==> config.mk <==
export PLATFORM = sky130hd
export DESIGN_NAME = ex_mem_stage
export DESIGN_NICKNAME = d
export VERILOG_FILES = /design/src/rtl/ex_mem_stage.sv
export SDC_FILE = /design/constraint.sdc
export NUM_CORES = 1
export LEC_CHECK = 0
export ABC_CLOCK_PERIOD_IN_PS = 4720
export CORE_MARGIN = 2
export CORE_UTILIZATION = 30
export CTS_BUF_LIST = sky130_fd_sc_hd__clkbuf_16
export CTS_CLUSTER_DIAMETER = 50
export DETAILED_ROUTE_END_ITERATION = 6
export HOLD_SLACK_MARGIN = 0.05
export PLACE_DENSITY = 0.72
export REMOVE_ABC_BUFFERS = 1
export SLEW_MARGIN = 20
export SYNTH_ARGS = -nofsm -noshare
export SYNTH_HDL_FRONTEND = slang
export SYNTH_SLANG_ARGS = --single-unit
==> constraint.sdc <==
create_clock -name clk -period 4.72 [get_ports clk]
set_input_delay 0.472 -clock clk [delete_from_list [all_inputs] [get_ports clk]]
set_output_delay 0.472 -clock clk [all_outputs]
set_load 0.1 [all_outputs]
==> src/rtl/ex_mem_stage.sv <==
// rtl/ex_mem_stage.sv - EX/MEM pipeline register with NZCV flag register and flag bypass
//
// Purpose:
//   Registers the ALU result, store data, destination register and the
//   memory/writeback control bits for the MEM stage. Holds the architectural
//   NZCV flags (updated by flag-setting instructions) and provides a
//   combinational flag bypass so the branch unit can resolve B.cond in the
//   same cycle as the flag-setting instruction.
//
// Ports:
//   clk, reset            - clock; asynchronous active-high reset
//   stall, flush          - hold all stage state / squash the EX instruction
//   ex_valid              - EX holds a real instruction (0 = bubble)
//   ex_result             - ALU result
//   ex_negative/zero/overflow/carry_out - ALU flag outputs
//   ex_set_flags          - instruction writes NZCV
//   ex_reg_write, ex_mem_read, ex_mem_write, ex_mem_to_reg - downstream control
//   ex_rd                 - destination register index
//   ex_store_data         - store data
//   mem_*                 - registered copies of the above for the MEM stage
//   flags_q               - architectural NZCV, bit order {N,Z,C,V}
//   flags_fwd             - bypassed NZCV for the branch unit

module ex_mem_stage #(
  parameter int          DATA_WIDTH     = 64,
  parameter int          REG_ADDR_WIDTH = 5,
  parameter logic [3:0]  FLAGS_RESET    = 4'b0000
) (
  input  logic                      clk,
  input  logic                      reset,
  input  logic                      stall,
  input  logic                      flush,
  input  logic                      ex_valid,
  input  logic [DATA_WIDTH-1:0]     ex_result,
  input  logic                      ex_negative,
  input  logic                      ex_zero,
  input  logic                      ex_overflow,
  input  logic                      ex_carry_out,
  input  logic                      ex_set_flags,
  input  logic                      ex_reg_write,
  input  logic                      ex_mem_read,
  input  logic                      ex_mem_write,
  input  logic                      ex_mem_to_reg,
  input  logic [REG_ADDR_WIDTH-1:0] ex_rd,
  input  logic [DATA_WIDTH-1:0]     ex_store_data,
  output logic                      mem_valid,
  output logic [DATA_WIDTH-1:0]     mem_result,
  output logic [DATA_WIDTH-1:0]     mem_store_data,
  output logic [REG_ADDR_WIDTH-1:0] mem_rd,
  output logic                      mem_reg_write,
  output logic                      mem_mem_read,
  output logic                      mem_mem_write,
  output logic                      mem_mem_to_reg,
  output logic [3:0]                flags_q,
  output logic [3:0]                flags_fwd
);

  localparam logic [REG_ADDR_WIDTH-1:0] XZR = '1;

  logic                      mem_valid_q,      mem_valid_d;
  logic [DATA_WIDTH-1:0]     mem_result_q,     mem_result_d;
  logic [DATA_WIDTH-1:0]     mem_store_data_q, mem_store_data_d;
  logic [REG_ADDR_WIDTH-1:0] mem_rd_q,         mem_rd_d;
  logic                      mem_reg_write_q,  mem_reg_write_d;
  logic                      mem_mem_read_q,   mem_mem_read_d;
  logic                      mem_mem_write_q,  mem_mem_write_d;
  logic                      mem_mem_to_reg_q, mem_mem_to_reg_d;
  logic [3:0]                flags_d;

  logic [3:0] ex_flags;
  logic       ex_flag_live;
  logic       capture;

  assign ex_flags     = {ex_negative, ex_zero, ex_carry_out, ex_overflow};
  // Forwarding ignores stall: a stalled setter is still the youngest producer.
  assign ex_flag_live = ex_valid & ex_set_flags & ~flush;
  assign capture      = ~flush & ~stall;

  always_comb begin
    mem_valid_d      = mem_valid_q;
    mem_result_d     = mem_result_q;
    mem_store_data_d = mem_store_data_q;
    mem_rd_d         = mem_rd_q;
    mem_reg_write_d  = mem_reg_write_q;
    mem_mem_read_d   = mem_mem_read_q;
    mem_mem_write_d  = mem_mem_write_q;
    mem_mem_to_reg_d = mem_mem_to_reg_q;
    flags_d          = flags_q;

    if (flush) begin
      // Squash only what could cause side effects; mem_to_reg, data and rd hold.
      mem_valid_d     = 1'b0;
      mem_reg_write_d = 1'b0;
      mem_mem_read_d  = 1'b0;
      mem_mem_write_d = 1'b0;
    end else if (capture) begin
      mem_valid_d      = ex_valid;
      mem_result_d     = ex_result;
      mem_store_data_d = ex_store_data;
      mem_rd_d         = ex_rd;
      // Writes to X31 are discarded at the source.
      mem_reg_write_d  = ex_valid & ex_reg_write & (ex_rd != XZR);
      // A load/store conflict resolves as a store.
      mem_mem_read_d   = ex_valid & ex_mem_read & ~ex_mem_write;
      mem_mem_write_d  = ex_valid & ex_mem_write;
      mem_mem_to_reg_d = ex_valid & ex_mem_to_reg;
      if (ex_valid & ex_set_flags) begin
        flags_d = ex_flags;
      end
    end
  end

  always_ff @(posedge clk or posedge reset) begin
    if (reset) begin
      mem_valid_q      <= 1'b0;
      mem_result_q     <= '0;
      mem_store_data_q <= '0;
      mem_rd_q         <= '0;
      mem_reg_write_q  <= 1'b0;
      mem_mem_read_q   <= 1'b0;
      mem_mem_write_q  <= 1'b0;
      mem_mem_to_reg_q <= 1'b0;
      flags_q          <= FLAGS_RESET;
    end else begin
      mem_valid_q      <= mem_valid_d;
      mem_result_q     <= mem_result_d;
      mem_store_data_q <= mem_store_data_d;
      mem_rd_q         <= mem_rd_d;
      mem_reg_write_q  <= mem_reg_write_d;
      mem_mem_read_q   <= mem_mem_read_d;
      mem_mem_write_q  <= mem_mem_write_d;
      mem_mem_to_reg_q <= mem_mem_to_reg_d;
      flags_q          <= flags_d;
    end
  end

  assign mem_valid      = mem_valid_q;
  assign mem_result     = mem_result_q;
  assign mem_store_data = mem_store_data_q;
  assign mem_rd         = mem_rd_q;
  assign mem_reg_write  = mem_reg_write_q;
  assign mem_mem_read   = mem_mem_read_q;
  assign mem_mem_write  = mem_mem_write_q;
  assign mem_mem_to_reg = mem_mem_to_reg_q;
  assign flags_fwd      = ex_flag_live ? ex_flags : flags_q;

endmodule

## Word level (Yosys, flattened, before mapping)

Cells that the tools add are included.

| word-level totals | value |
|---|---|
| bits in registers | 142 |
| input port bits | 147 |
| output and inout port bits | 146 |

| operators by class | value |
|---|---|
| eq/ne operators | 1 |
| muxes and demuxes | 9 |
| bitwise logic cells | 12 |
| reduce and logical (&&, ||, !) cells | 3 |

Operators with widths:

| cell | count |
|---|---|
| 1-bit bitwise AND | 9 |
| 1-bit 2-to-1 mux | 8 |
| 5-bit != test (second input constant) | 1 |
| 4-bit 2-to-1 mux | 1 |
| 1-bit inverter | 3 |
| 3-bit AND reduction | 1 |
| 2-bit AND reduction | 1 |
| 2-bit nonzero test | 1 |

## Longest topological paths before layout

Gate-level depths: netlist (run 1).

| logic depth | value |
|---|---|
| depth after elaboration | 4 |
| gate-level depth with buffers | 6 |
| mapped depth without buffers | 3 |

## Worst setup path before layout (run 1)

Ideal clock, no wire load.

| path | value |
|---|---|
| path type | reg-to-output |
| start point | register flags_q[0] |
| end point | output flags_fwd[0] |
| arrival | 1.564 ns |
| data required time | 4.248 ns |
| setup slack | 2.684 ns |
| cell stages (with the launch flop) | 2 |
| buffers on the path | 0 |
| cell sequence | dfrtp_1 > mux2_2 |

| between the ends | value |
|---|---|
| cells in the longest elaborated chain, start to end | 1 |

Ends and longest elaborated chain:

| item | line | source |
|---|---|---|
| from (decl) | 54 | `output logic [3:0] flags_q,` |
| from (signal assigned) | 133 | `flags_q <= flags_d;` |
| 4-bit 2-to-1 mux | 145 | `assign flags_fwd = ex_flag_live ? ex_flags : flags_q;` |
| to (decl) | 55 | `output logic [3:0] flags_fwd` |

Every way passes these cells.

## Worst setup path in the final report (run 1)

| path | value |
|---|---|
| start point | input flush |
| end point | output flags_fwd[1] |

| between the ends | value |
|---|---|
| cells in the longest elaborated chain, start to end | 3 |

Ends and longest elaborated chain:

| item | line | source |
|---|---|---|
| from (decl) | 32 | `input logic flush,` |
| 1-bit inverter (no line) | n/a |  |
| 1-bit bitwise AND | 76 | `assign ex_flag_live = ex_valid & ex_set_flags & ~flush;` |
| 4-bit 2-to-1 mux | 145 |  |

Every way passes these cells.

==> out/qor.csv, run 1 <==
stage,metric,value,unit
placement,setup slack after placement,1.45,ns
clock_network,CTS tree,built,
route,overall via count from detail_route,3796,
synthesis,top_reg_cell synth,dfrtp_1,
global_routing,vias in the first global route,4119,
route,TritonRoute pass-1 iters,4,
synthesis,sequential fraction of the synthesis area,66.3,%
sta,"Slew Viols, Final",0,
final_layout,diode count,0,
synthesis,Async SR Flop Fraction,100,%
sta,slew margin rel.,31.2,%
placement,post-DP HPWL,10200,um
route,# DRC,0,
clock_network,setup bufs post-CTS,0,
final_layout,number of nets in the layout,763,
clock_network,Num CTS Buffers,17,
status,run status,completed,
worst_setup_path,startpoint types,input pin,
synthesis,Cell variety after synth,20,
synthesis,total number of yosys warnings,0,
placement,GP Congestion,0.706,
final_layout,Syn-to-layout area delta,70.5,%
global_routing,initial antenna violation count,0,
route,routed length per instance,16.3,um
job,number of max-cap violations,0,
worst_setup_path,Critical Path AT,2.78,ns
power_and_ir_drop,power share of the clock group,28.4,%
worst_setup_path,critical path class,in2out,
sta,worst setup margin,1.47,ns
synthesis,syn_area_per_cell,16.8,um2
global_routing,first-pass GRT wire length,20900,um
min_path,Hold Path Class,reg2reg,
power_and_ir_drop,Power Density,556,mW/mm2
global_routing,largest net degree at the start of global routing,134,
clock_network,hold-fix buffers at CTS,0,
final_layout,layout cells sized above 1,17.8,%
synthesis,top post-synthesis cells by area,"dfrtp_1 (66%), mux2_2 (16%), mux2_1 (13%), buf_2 (0.84%), buf_4 (0.84%)",
floorplanning,Die Ht,138,um
power_and_ir_drop,Leakage,3.74,nW
worst_setup_path,"Req. time, crit path",4.25,ns
floorplanning,Rows,48,
clock_network,clk buf depth,2,
clock_network,Skew-Pair Late Insertion Delay,0.40,ns
power_and_ir_drop,Comb pwr share,42.3,%
synthesis,Post-Synthesis Cells,319,
sta,final hold vios,0,
power_and_ir_drop,P_sw,2.21,mW
floorplanning,Die W,138,um
synthesis,cell accounting for the most synthesized area,dfrtp_1,
sta,fin crit period,3.25,ns
global_routing,GR Overflow Total,0,
sta,Setup TNS Final,0,ns
synthesis,Post-synth EDFFs,0,
route,Post-DRT Antenna Nets,0,
sta,Max Fclk,0.308,GHz
floorplanning,Starting Density,30.9,%
floorplanning,io pins,293,
route,final WL,13900,um
sta,actual slew at the worst max-slew pin,1.03,ns
synthesis,#FFs+latches synth,142,
sta,Setup Skew,0,ns
worst_setup_path,Worst Setup End Kind,output port,
sta,RSZ-0062 raised after global routing,no,
clock_network,cts repair resizes,0,
clock_network,Clock Sinks,142,
final_layout,FILL cells,1449,
worst_setup_path,CP Max Fanout,7,
synthesis,share of the synthesized area in the top cell type,66.3,%
floorplanning,core area,0.0174,mm2
power_and_ir_drop,Reg power frac,29.3,%
floorplanning,Die ar.,0.0189,mm2
clock_network,Clock transition at path regs,0.06,ns
placement,PortBufs,292,
synthesis,Post-Syn Area,0.00536,mm2
sta,endpoints failing setup,0,
power_and_ir_drop,Switching Share,43.4,%
power_and_ir_drop,cell-internal power,2.87,mW
power_and_ir_drop,VDD IR max,0.000289,V
global_routing,GRT Util Overall,14.6,%
sta,crit share post-route,68.9,%
route,DRT iter0 DRCs,94,
clock_network,H-tree depth,4,
clock_network,Clock Root Buffer,clkbuf_16,
route,vias per cell,4.45,
## path summary, 6_finish.rpt
kind	from	to	slack [ns]	cells past startpoint
min reg2reg	mem_result[27]$_DFFE_PP0P_	mem_result[27]$_DFFE_PP0P_	0.49	1
min in group asynchronous	reset	mem_store_data[61]$_DFFE_PP0P_	0.67	2
min	mem_result[27]$_DFFE_PP0P_	mem_result[27]$_DFFE_PP0P_	0.49	1
max in group asynchronous	reset	mem_store_data[12]$_DFFE_PP0P_	3.03	3
max	flush	flags_fwd[1]	1.47	4
max reg2reg	flags_q[1]$_DFFE_PP0P_	flags_q[1]$_DFFE_PP0P_	3.90	1
## cells in the final DEF (no fill, tap or decap)
master	synthesis	layout
a211o_1	1	1
a21oi_1	2	2
a22oi_1	1	1
a32oi_1	1	1
and3_1	1	1
and4_1	1	1
buf_12	0	1
buf_4	6	1
bufinv_16	0	5
clkbuf_16	0	17
clkdlybuf4s50_1	0	292
clkinv_1	0	1
clkinv_2	0	2
clkinv_4	0	3
clkinvlp_4	0	1
dfrtp_1	142	142
inv_1	2	1
inv_6	0	3
mux2_1	63	63
mux2_2	78	78
nand2_1	3	3
nand3_1	1	1
nand3b_1	1	1
nor2_1	3	3
nor2_4	1	1
nor2b_1	1	1
o21ai_0	1	1
## cell families after synthesis
group | Yosys count | share of synthesized area, %
simple gates | 12 | 1.26
flops | 142 | 66.3
buf+inv | 18 | 2.03
mux | 141 | 29.6
compound gates | 6 | 0.747
## synthesized netlist by cell type (2+ instances only)
cell type / instances
dfrtp_1: 142
nor2_1: 3
mux2_2: 78
a21oi_1: 2
buf_4: 6
nand2_1: 3
buf_2: 9
inv_1: 2
mux2_1: 63
## power by group through the flow
stage	logic [mW]	clock network (mW)	registers, mW
2_1_floorplan	0.259	0	2.82
3_3_place_gp	2.15	0	1.50
3_5_place_dp	2.16	0	1.51
4_1_cts	2.17	1.49	1.49
5_1_grt	2.21	1.55	1.51
6_report	2.15	1.44	1.49
## per-stage QoR
step	power, mW	hold WS [ns]	cells	area (um2)	utilization [%]
after floorplan	3.08	0.535	303	5260	-
after global placement	3.65	0.468	822	8490	48.9
after detailed placement	3.67	0.475	822	8490	48.9
after CTS	5.14	0.488	853	9130	52.6
after global routing	5.27	0.500	853	9130	52.6
final	5.08	0.486	853	9130	52.6
## critical path, stage by stage
cell             delay (ns)
clkdlybuf4s50_1        0.56
nand3b_1               0.34
mux2_2                 0.28
clkdlybuf4s50_1        1.12
## cell type report
type                       count  area, um2  area share, %
timing repair buffer         294       2950           32.3
clock inverter                14        215           2.36
tap                          225        282           3.08
multi-input combinational    159       1700           18.6
sequential                   142       3550           38.9
clock buffer                  17        425           4.66
inverter                       2       12.5          0.137
## metal layers
| metal | vias up | part of all wire [%] | wire length (um) | GRT usage (%) |
|---|---|---|---|---|
| li1 | 1721 | - | - | - |
| met1 | 1887 | 36 | 5000 | 15.2 |
| met2 | 176 | 53 | 7310 | 26.5 |
| met3 | 12 | 10 | 1420 | 6.18 |
| met4 | 0 | 1.3 | 179 | 4.35 |
| met5 | - | 0 | 0 | 0 |
Note: power is estimated with default switching activity, not from simulation.
==> run 2, diff against run 1 <==
--- a/config.mk
+++ b/config.mk
@@ -5,14 +5,14 @@
 export SDC_FILE = /design/constraint.sdc
 export NUM_CORES = 1
 export LEC_CHECK = 0
-export ABC_CLOCK_PERIOD_IN_PS = 4720
+export ABC_CLOCK_PERIOD_IN_PS = 2900
 export CORE_MARGIN = 2
 export CORE_UTILIZATION = 30
 export CTS_BUF_LIST = sky130_fd_sc_hd__clkbuf_16
 export CTS_CLUSTER_DIAMETER = 50
 export DETAILED_ROUTE_END_ITERATION = 6
 export HOLD_SLACK_MARGIN = 0.05
-export PLACE_DENSITY = 0.72
+export PLACE_DENSITY = 0.74
 export REMOVE_ABC_BUFFERS = 1
 export SLEW_MARGIN = 20
 export SYNTH_ARGS = -nofsm -noshare
==> constraint.sdc (replaced) <==
create_clock -name clk -period 2.9 [get_ports clk]
set_input_delay 0.29 -clock clk [delete_from_list [all_inputs] [get_ports clk]]
set_output_delay 0.29 -clock clk [all_outputs]
set_load 0.1 [all_outputs]
==> run 2 against run 1 <==
Compared with the run above:
- design area is 4.3% lower
- clock skew stayed put
- critical endpoint is now flags_fwd[0]
- register-to-register slack worse by 1.8 ns
- worst hold slack worse by 0.18 ns
- sequential share of layout area is 1.7 points higher
- largest cell class unchanged
- non-clock buffer count is 5 higher
- combinational power is 58% higher
- critical path depth stayed put
- sequential cell count stayed put
- clock power is 43% higher
- utilization is 2.2 points lower
- routed wire length is 1.7% higher
==> out/qor.csv, run 2 (synthesis gave the netlist of run 1 again) <==
stage,metric,value,unit,change
status,run status,completed,,
worst_setup_path,Worst Setup SP,flush,,
worst_setup_path,Crit Reg-Reg Startpoint,mem_result[22]$_DFFE_PP0P_,,
route,vias per cell,4.43,,-0.43%
route,final WL,14100,um,+1.7%
final_layout,FF+latch area,0.00355,mm2,unchanged
placement,post-DP HPWL,10700,um,+4.9%
final_layout,final instance area,0.00874,mm2,-4.3%
worst_setup_path,CP Max Fanout,7,,unchanged
route,DRT iter0 DRCs,89,,-5.3%
global_routing,vias in the first global route,4132,,+0.32%
power_and_ir_drop,Switching Share,45.6,%,+2.1 points
sta,final hold vios,0,,unchanged
global_routing,first-pass GRT wire length,21100,um,+0.69%
power_and_ir_drop,Leakage,3.87,nW,+3.5%
route,TritonRoute pass-1 iters,6,,+2
worst_setup_path,Critical Path AT,1.77,ns,-1.01 ns
final_layout,area of the multi-input gates,0.00170,mm2,unchanged
sta,Setup Skew,0,ns,unchanged
sta,RSZ-0062 raised after global routing,no,,
global_routing,GRT Util Overall,14.8,%,+0.22 points
global_routing,initial antenna violation count,0,,unchanged
worst_setup_path,"slowest stage delay, CP",0.63,ns,-0.49 ns
final_layout,"commonest non-fill, non-tap cell in the layout",buf_4,,
clock_network,Clock Sinks,142,,unchanged
floorplanning,Die Ht,138,um,unchanged
clock_network,Num CTS Buffers,17,,unchanged
final_layout,number of nets in the layout,768,,+0.66%
final_layout,diode count,0,,unchanged
power_and_ir_drop,Comb pwr share,43.0,%,+0.7 points
clock_network,CTS tree,built,,
final_layout,layout cells sized above 1,41.1,%,+23 points
clock_network,Clock transition at path regs,0.06,ns,about the same
sta,"Slew Viols, Final",0,,unchanged
clock_network,hold-fix buffers at CTS,0,,unchanged
worst_setup_path,worst path cell trace,"clkdlybuf4s50_1, nand3b_1, mux2_2, buf_4",,
route,# DRC,0,,unchanged
worst_setup_path,Worst path slowest cell,clkdlybuf4s50_1,,
clock_network,H-tree depth,4,,unchanged
power_and_ir_drop,P_sw,3.60,mW,+63%
sta,endpoints failing setup,0,,unchanged
job,number of max-cap violations,0,,unchanged
sta,worst setup margin,0.836,ns,-0.634 ns
power_and_ir_drop,cell-internal power,4.30,mW,+49%
placement,Post-DP Area,0.00819,mm2,-3.6%
global_routing,largest net degree at the start of global routing,60,,-55%
sta,fin crit period,2.06,ns,
floorplanning,io pins,293,,unchanged
route,Post-DRT Antenna Nets,0,,unchanged
placement,PortBufs,292,,unchanged
sta,slew margin rel.,64.3,%,+33 points
final_layout,FILL cells,1500,,+3.5%
clock_network,Clock Root Buffer,clkbuf_16,,
power_and_ir_drop,total power draw,7.89,mW,+55%
route,routed length per instance,16.5,um,+1.1%
sta,Max Fclk,0.484,GHz,
sta,Setup TNS Final,0,ns,unchanged
worst_setup_path,critical path class,in2out,,
floorplanning,Die W,138,um,unchanged
clock_network,cts repair resizes,0,,unchanged
power_and_ir_drop,Reg power frac,30.9,%,+1.6 points
placement,setup slack after placement,0.688,ns,-0.757 ns
worst_setup_path,Worst Setup End Kind,output port,,
final_layout,most frequent cells in the layout,"buf_4 (150), clkdlybuf4s50_1 (146), dfrtp_1 (142)",,
floorplanning,Die ar.,0.0189,mm2,unchanged
route,overall via count from detail_route,3802,,+0.16%
floorplanning,Rows,48,,unchanged
sta,WHS,0.301,ns,-0.184 ns
sta,crit share post-route,71.2,%,
sta,actual slew at the worst max-slew pin,0.535,ns,-0.493 ns
placement,dpl cells,827,,+0.61%
final_layout,final std cells w/o fill,858,,+0.59%
floorplanning,Starting Density,30.9,%,unchanged
power_and_ir_drop,VDD IR max,0.000453,V,+57%
final_layout,"Core Util, Final",50.4,%,-2.2 points
min_path,Hold Path Class,in2async,,
power_and_ir_drop,power share of the clock group,26.0,%,-2.4 points
clock_network,setup bufs post-CTS,0,,unchanged
power_and_ir_drop,Power Density,903,mW/mm2,+62%
final_layout,Syn-to-layout area delta,63.2,%,
clock_network,Skew-Pair Late Insertion Delay,0.41,ns,about the same
placement,GP Congestion,0.728,,+3.1%
worst_setup_path,startpoint types,input pin,,
worst_setup_path,"Req. time, crit path",2.61,ns,-1.64 ns
floorplanning,core area,0.0174,mm2,unchanged
clock_network,clk buf depth,2,,unchanged
global_routing,GR Overflow Total,0,,unchanged
## run 2: final timing paths
path | cells past startpoint | to | slack, ns
max reg2reg | 1 | mem_result[22]$_DFFE_PP0P_ | 2.06
max in group asynchronous | 3 | mem_store_data[62]$_DFFE_PP0P_ | 1.90
max | 4 | flags_fwd[0] | 0.84
min in group clk | 3 | mem_mem_to_reg$_DFFE_PP0P_ | 0.45
min | 2 | mem_store_data[57]$_DFFE_PP0P_ | 0.30
min reg2reg | 1 | mem_store_data[47]$_DFFE_PP0P_ | 0.48
## run 2: layout make-up
class | count | share of cell area [%]
clock inverter | 14 | 1.46
timing repair buffer | 299 | 30.3
sequential | 142 | 40.6
tap | 225 | 3.22
clock buffer | 17 | 4.87
inverter | 2 | 0.143
multi-input combinational | 159 | 19.4
## run 2: power groups by stage
stage               Clock [mW]  Combinational [mW]  Sequential, mW
floorplan                    0               0.421            4.59
global placement             0                3.40            2.45
detailed placement           0                3.42            2.47
CTS                       2.11                3.42            2.44
global route              2.22                3.49            2.47
finish                    2.06                3.40            2.44
## run 2: routing by layer
metal  track usage (%)  routed length (um)  vias up
met1              15.3                4980     1884
met2              26.7                7450      176
met5                 0                   0        -
li1                  -                   -     1719
met3              5.19                1410       23
met4              6.87                 295        0
## run 2: critical path: cells and delay by family
family / cells / cell delay (ns)
buffers and inverters: 2 / 0.86
multiplexers: 1 / 0.37
AND/OR/NAND/NOR: 1 / 0.25
